===== src/rtl/reg_write_arbiter.sv =====
// reg_write_arbiter: round-robin write arbiter sharing one WIDTH-bit register
// among N requesters. Each write takes GRANT (capture) then ACK (pulse).
// Optional feature macro: REG_ARB_LOCK_EN adds a per-requester lock input that
// lets the current winner keep the register for another write without arbitration.
module reg_write_arbiter #(
  parameter int unsigned WIDTH = 8,
  parameter int unsigned N     = 4
) (
  input  logic               clk,
  input  logic               rst,
  input  logic [N-1:0]       req,
  input  logic [N*WIDTH-1:0] din,
`ifdef REG_ARB_LOCK_EN
  input  logic [N-1:0]       lock,
`endif
  output logic [N-1:0]       gnt,
  output logic [N-1:0]       ack,
  output logic [WIDTH-1:0]   q,
  output logic               valid,
  output logic               busy
);

  localparam int unsigned IW = (N > 1) ? $clog2(N) : 1;

  localparam logic [1:0] ST_IDLE  = 2'd0;
  localparam logic [1:0] ST_GRANT = 2'd1;
  localparam logic [1:0] ST_ACK   = 2'd2;

  logic [1:0]       state_q, state_d;
  logic [IW-1:0]    win_q, win_d;
  logic [IW-1:0]    ptr_q, ptr_d;
  logic [N-1:0]     gnt_q, gnt_d;
  logic [N-1:0]     ack_q, ack_d;
  logic [WIDTH-1:0] q_q, q_d;
  logic             valid_q, valid_d;

  logic [N-1:0]     eligible;
  logic [IW:0]      pick_idle;
  logic [IW:0]      pick_ack;
  logic             relock;

  // Returns {found, index} of the first set bit of vec searching upward from p+1, wrapping.
  function automatic logic [IW:0] rr_pick(input logic [N-1:0] vec, input logic [IW-1:0] p);
    logic          found;
    logic [IW-1:0] idx;
    logic [IW-1:0] sel;
    int unsigned   k_idx;
    found = 1'b0;
    idx   = '0;
    for (int unsigned k = 1; k <= N; k++) begin
      k_idx = (32'(p) + k) % N;
      sel   = IW'(k_idx);
      if (!found && vec[sel]) begin
        found = 1'b1;
        idx   = sel;
      end
    end
    return {found, idx};
  endfunction

`ifdef REG_ARB_LOCK_EN
  assign relock = lock[win_q] & req[win_q];
`else
  assign relock = 1'b0;
`endif

  // The just-acked requester is masked so a held req cannot win twice in a row.
  assign eligible  = req & ~(N'(1) << win_q);
  assign pick_idle = rr_pick(req, ptr_q);
  assign pick_ack  = rr_pick(eligible, win_q);

  // Next-state, grant/ack and register capture decode.
  always_comb begin
    state_d = state_q;
    win_d   = win_q;
    ptr_d   = ptr_q;
    gnt_d   = '0;
    ack_d   = '0;
    q_d     = q_q;
    valid_d = valid_q;
    case (state_q)
      ST_IDLE: begin
        if (pick_idle[IW]) begin
          state_d = ST_GRANT;
          win_d   = pick_idle[IW-1:0];
          gnt_d   = N'(1) << pick_idle[IW-1:0];
        end
      end
      ST_GRANT: begin
        // Commits regardless of req[win] so a granted write is never lost.
        q_d     = din[32'(win_q)*WIDTH +: WIDTH];
        valid_d = 1'b1;
        state_d = ST_ACK;
        ack_d   = N'(1) << win_q;
      end
      ST_ACK: begin
        ptr_d = win_q;
        if (relock) begin
          state_d = ST_GRANT;
          gnt_d   = N'(1) << win_q;
        end else if (pick_ack[IW]) begin
          state_d = ST_GRANT;
          win_d   = pick_ack[IW-1:0];
          gnt_d   = N'(1) << pick_ack[IW-1:0];
        end else begin
          state_d = ST_IDLE;
        end
      end
      default: state_d = ST_IDLE;
    endcase
  end

  // State and output registers; ptr resets to N-1 so requester 0 wins first.
  always_ff @(posedge clk or negedge rst) begin
    if (!rst) begin
      state_q <= ST_IDLE;
      win_q   <= '0;
      ptr_q   <= IW'(N - 1);
      gnt_q   <= '0;
      ack_q   <= '0;
      q_q     <= '0;
      valid_q <= 1'b0;
    end else begin
      state_q <= state_d;
      win_q   <= win_d;
      ptr_q   <= ptr_d;
      gnt_q   <= gnt_d;
      ack_q   <= ack_d;
      q_q     <= q_d;
      valid_q <= valid_d;
    end
  end

  assign gnt   = gnt_q;
  assign ack   = ack_q;
  assign q     = q_q;
  assign valid = valid_q;
  assign busy  = (state_q != ST_IDLE);

endmodule

===== config.mk =====
export PLATFORM = sky130hd
export DESIGN_NAME = reg_write_arbiter
export DESIGN_NICKNAME = d
export VERILOG_FILES = /design/src/rtl/reg_write_arbiter.sv
export SDC_FILE = /design/constraint.sdc
export NUM_CORES = 1
export LEC_CHECK = 0
export ABC_AREA = 1
export CAP_MARGIN = 20
export CORE_MARGIN = 3
export CORE_UTILIZATION = 46
export CTS_CLUSTER_DIAMETER = 30
export CTS_CLUSTER_SIZE = 8
export DETAILED_ROUTE_END_ITERATION = 6
export GPL_ROUTABILITY_DRIVEN = 0
export PLACE_DENSITY_LB_ADDON = 0.25
export SLEW_MARGIN = 10
export SYNTH_ARGS = -nofsm -noshare
export SYNTH_HDL_FRONTEND = slang
export SYNTH_SLANG_ARGS = --single-unit

===== constraint.sdc =====
create_clock -name clk -period 2.9 [get_ports clk]
set_clock_uncertainty 0.1 [all_clocks]
set_input_delay 0.87 -clock clk [delete_from_list [all_inputs] [get_ports clk]]
set_output_delay 0.87 -clock clk [all_outputs]
set_load 0.01 [all_outputs]

==> results of run 1 <==
-- Yosys cell counts --
master / instances
dfstp_2: 2
inv_6: 1
buf_2: 3
or2_2: 1
ha_1: 4
nand2_4: 1
nand4_1: 5
nand2_2: 9
nand3_2: 2
clkinv_1: 2
nand3_1: 22
nand2_1: 65
dfrtp_1: 21
nor2_1: 49
nor2_4: 1
o21ai_0: 20
inv_1: 15
clkbuf_1: 2
nor2_2: 2
a21oi_1: 1
a31oi_1: 8
o21ai_2: 1
o21ai_1: 3
inv_4: 1
nand3_4: 1
buf_6: 3
inv_2: 4
-- stage by stage --
step	power [mW]	hold slack (ps)	setup slack [ps]	instance area, sq um
after floorplan	1.83	412	786	1660
after global placement	2.26	353	375	2240
after detailed placement	2.30	358	343	2240
after CTS	2.46	389	402	2260
after global routing	2.72	398	309	2260
final	2.45	379	452	2260
-- final cells by class --
| type | instances | share of cell area, % |
|---|---|---|
| clock buffers | 3 | 0.995 |
| clock inverters | 1 | 0.221 |
| inverters | 23 | 4.15 |
| multi-input cells | 195 | 41.2 |
| flip-flops and latches | 23 | 25.5 |
| well taps | 46 | 2.54 |
| repair buffers | 58 | 25.3 |
-- report_power, final --
| part | switching (mW) | total [mW] | internal (mW) |
|---|---|---|---|
| clock network | 0.102 | 0.153 | 0.0517 |
| logic | 1.07 | 1.74 | 0.669 |
| registers | 0.0866 | 0.550 | 0.464 |
| total | 1.26 | 2.45 | 1.18 |
-- placed cells by master, fill, tap and decap left out --
cell type,n
a21oi_1,1
a31oi_1,8
buf_4,3
clkbuf_4,3
clkdlybuf4s50_1,55
clkinv_1,2
clkinv_2,1
dfrtp_1,21
dfstp_2,2
ha_1,4
inv_1,15
inv_2,4
inv_4,1
inv_6,1
nand2_1,65
nand2_2,9
nand2_4,1
nand3_1,22
nand3_2,2
nand3_4,1
nand4_1,5
nor2_1,49
nor2_2,2
nor2_4,1
o21ai_0,20
o21ai_1,3
o21ai_2,1
or2_2,1
-- flip-flops by register name, summed over array words and instances (netlist names) --
signal / flops
ack: 4
gnt: 4
ptr_q: 2
q: 8
state_q: 2
valid: 1
win_q: 2
-- routing by layer --
| metal | track usage [%] | wire, um | part of all wire [%] |
|---|---|---|---|
| met4 | 5.33 | 76 | 1.9 |
| met2 | 32.3 | 2060 | 51 |
| met3 | 2.04 | 158 | 3.9 |
| met5 | 0 | 0 | 0 |
| met1 | 25.9 | 1780 | 44 |
-- critical path, cell delays in order, from the launching register on --
cell	delay, ps
dfrtp_1	420
nor2_1	190
inv_1	70
clkdlybuf4s50_1	480
-- worst paths after layout --
| check | startpoint | end | slack, ps | cells after the start |
|---|---|---|---|---|
| hold reg to reg | valid | valid | 380 | 1 |
| min in group asynchronous | rst | gnt[2] | 780 | 2 |
| hold / removal | valid | valid | 380 | 1 |
| setup reg to reg | win_q[0] | gnt[3] | 840 | 12 |
| setup / recovery | state_q[0] | busy | 450 | 3 |
| max in group asynchronous | rst | ptr_q[0] | 1630 | 2 |
-- logic make-up (layout without fill, tap and decap cells) --
kind of cell               count (synthesis)  after routing
AOI/OAI and AO/OA                         33             33
DFF                                       23             23
and+or+nand+nor                          158            158
adders and majority gates                  4              4
buffers and inverters                     31             85
==> flow_summary.json, run 1 <==
{
  "status": "finished clean",
  "die_x_um": 66.1,
  "clk_pin_slew_worst_paths_ps": 130,
  "setup_violations": 0,
  "firstDrtPassIters": 4,
  "cp_max_fo": 3,
  "multiInputGateArea_sq_um": 933,
  "fp-row-count": 21,
  "die_h_um": 66.1,
  "fin_nets": 346,
  "cts.sinks": 23,
  "antenna_found_initial": 0,
  "leakagePower_nw": 1.07,
  "maxCapViolations": 0,
  "synthMuxAreaShare_pct": 0,
  "ant_nets": 0,
  "rsz0062_at_grt": "false",
  "grt_max_degree": 27,
  "drc_errors": 0,
  "numPortBuffers": 55,
  "yosys.cell_types.count": 27,
  "num-fill-cells": 297,
  "final_cells": 349,
  "coreArea_sq_um": 3420,
  "syn-cell-area_sq_um": 1660,
  "max_slew.worst_pin.slew_ps": 429,
  "io_pins": 56,
  "synth_top_cell_by_area": "dfrtp_1",
  "cts_resized": 0,
  "drt_iter0_drc": 112,
  "synthesis.nets": 291,
  "htreeDepth": 1,
  "min_path_type": "register to register",
  "synth_compound_area_share_pct": 10.8,
  "dpl.hpwl_um": 3180,
  "initial_core_util_pct": 48.6,
  "ys_seq_area_share_pct": 34.8,
  "synth_xor_area_share_pct": 0,
  "num_vias": 1741,
  "critPathCaptureType": "primary output",
  "grt_pass1_wl_um": 6620,
  "fin_crit_ps": 2450,
  "wl_um": 4080,
  "clockBufferDepth": 2,
  "cp_data_required_time_ps": 1930,
  "synth_area_leaders": "dfrtp_1 (32%), nand2_1 (15%), nor2_1 (11%)",
  "antenna_cells": 0,
  "hold_viol": 0,
  "fin_tns_setup_ps": 0,
  "placed_cells": 345,
  "grt_overflow": 0,
  "cts_tree": "done",
  "synth_warnings": 0,
  "clock_latency_ps": 320,
  "ir_drop_mv": 0.504,
  "cp.arrival_ps": 1480,
  "area_growth_pct": 36.2,
  "synthSimpleGateAreaFrac_pct": 42.4,
  "start_kind": "register",
  "slew_headroom_pct": 71.2,
  "cts_root_buf": "clkbuf_4",
  "final_core_util_pct": 66.3,
  "seq_area_sq_um": 578,
  "dieArea_sq_um": 4370,
  "post_cts_buffers": 0,
  "powerDensity_nw_per_um2": 1080,
  "timing.final.max_slew_violations": 0,
  "grt_use_total_pct": 19.2,
  "synth.avg_cell_area_sq_um": 6.67,
  "drive_gt1_share_pct": 10.9,
  "grt_pass1_vias": 1531,
  "cts-hold-fix-buffers": 0,
  "synthAdderAreaFrac_pct": 3.01,
  "wl_per_cell_um": 11.7,
  "period_share_pct": 84.4,
  "synth.top_cell.area_share_pct": 31.6,
  "syn_inst": 249,
  "numCtsBuffers": 3,
  "drt-vias-per-instance": 4.99,
  "ys_ff_latch": 23,
  "synth_top_family_by_area": "simple AND/OR/NAND/NOR gates",
  "path_class": "register to primary output",
  "max_freq_ghz": 0.409
}
No activity file was read; power rests on OpenSTA's default activity.
==> inputs of run 2 (changes only) <==
clock period = 2.5 ns   (was 2.9 ns; I/O delays follow)
==> flow_summary.json, run 2 (synthesis gave the netlist of run 1 again) <==
{
  "cts_resized": 0,
  "num-fill-cells": 315,
  "firstDrtPassIters": 4,
  "fin_tns_setup_ps": 0,
  "cts_tree": "done",
  "switching_share_pct": 51.1,
  "path_class": "register to primary output",
  "critPathCaptureType": "primary output",
  "largest_reg_flops": 8,
  "drive_gt1_share_pct": 11.2,
  "p_int_mw": 1.38,
  "switchingPower_mw": 1.44,
  "p_seq_share_pct": 23.6,
  "grt_use_total_pct": 18.8,
  "antenna_cells": 0,
  "post_cts_buffers": 0,
  "numCtsBuffers": 3,
  "fp-row-count": 21,
  "slew_headroom_pct": 66.3,
  "io_pins": 56,
  "clockBufferDepth": 2,
  "fin_crit_ps": 2340,
  "drc_errors": 0,
  "status": "finished clean",
  "dpl.hpwl_um": 3100,
  "pre_cts_slack_ps": 60.6,
  "cts_root_buf": "clkbuf_4",
  "max_freq_ghz": 0.428,
  "die_h_um": 66.1,
  "ir_drop_mv": 0.585,
  "die_x_um": 66.1,
  "cp.arrival_ps": 1490,
  "start_kind": "register",
  "final_cell_mix": "nand2_1 (65), clkdlybuf4s50_1 (55), nor2_1 (49)",
  "stdcell_area_sq_um": 2270,
  "leakagePower_nw": 1.07,
  "powerDensity_nw_per_um2": 1240,
  "combPwrFrac_pct": 70.1,
  "grt_max_degree": 24,
  "maxCapViolations": 0,
  "coreArea_sq_um": 3420,
  "drt_iter0_drc": 67,
  "min_path_type": "register to register",
  "num_vias": 1718,
  "wl_um": 3910,
  "antenna_found_initial": 0,
  "timing.final.max_slew_violations": 0,
  "htreeDepth": 1,
  "initial_core_util_pct": 48.6,
  "setup_ws_ps": 162,
  "cts.sinks": 23,
  "max_slew.worst_pin.slew_ps": 506,
  "mostFrequentLayoutCell": "nand2_1",
  "drt-vias-per-instance": 4.91,
  "fin_nets": 347,
  "dieArea_sq_um": 4370,
  "clk_pin_slew_worst_paths_ps": 130,
  "period_share_pct": 93.5,
  "clkPwrFrac_pct": 6.2,
  "rsz0062_at_grt": "false",
  "cp_data_required_time_ps": 1650,
  "place_area_sq_um": 2240,
  "clock_latency_ps": 320,
  "hold_viol": 0,
  "grt_overflow": 0,
  "ant_nets": 0,
  "grt_pass1_wl_um": 6450,
  "area_growth_pct": 36.7,
  "wl_per_cell_um": 11.2,
  "cp_max_fo": 3,
  "setup_violations": 0,
  "cts-hold-fix-buffers": 0,
  "numPortBuffers": 55,
  "grt_pass1_vias": 1439
}
## run 2: stage by stage
step / hold slack [ps] / utilization [%] / instances / power [mW]
floorplan: 354 / - / 249 / 2.12
global placement: 352 / 65.7 / 346 / 2.64
detailed placement: 357 / 65.7 / 346 / 2.67
CTS: 385 / 66.5 / 350 / 2.84
global route: 411 / 66.5 / 350 / 3.14
finish: 380 / 66.5 / 350 / 2.83
## run 2: power by group through the flow
stage	Sequential, mW	Combinational, mW	Clock [mW]
after CTS	0.669	1.99	0.181
after detailed placement	0.676	1.99	0
after global routing	0.690	2.25	0.196
final	0.668	1.98	0.176
after floorplan	0.672	1.45	0
after global placement	0.674	1.97	0
## run 2: metal layers
metal | GRT usage, % | up-vias | wire length (um)
li1 | - | 910 | -
met1 | 25.2 | 764 | 1770
met2 | 31.0 | 38 | 1930
met3 | 3.57 | 6 | 143
met4 | 4.57 | 0 | 60
met5 | 0 | - | 0
## run 2: final cells by class
class | count | area, sq um | area share [%]
tap | 46 | 57.6 | 2.53
multi-input combinational | 195 | 933 | 41.1
sequential | 23 | 578 | 25.5
timing repair buffer | 59 | 581 | 25.6
clock inverter | 1 | 5.00 | 0.220
inverter | 23 | 93.8 | 4.13
clock buffer | 3 | 22.5 | 0.992
## run 2: final timing paths
check,from,slack [ps],cells past startpoint,endpoint
max in group asynchronous,rst,1350,2,ptr_q[1]
hold / removal,valid,380,1,valid
hold reg to reg,valid,380,1,valid
setup reg to reg,win_q[1],260,12,win_q[1]
setup / recovery,state_q[0],160,3,busy
min in group asynchronous,rst,670,2,win_q[0]
## run 2: critical path, cell delays in order, from the launching register on
cell and delay (ps):
dfrtp_1 430, nor2_1 200, inv_1 60, clkdlybuf4s50_1 480
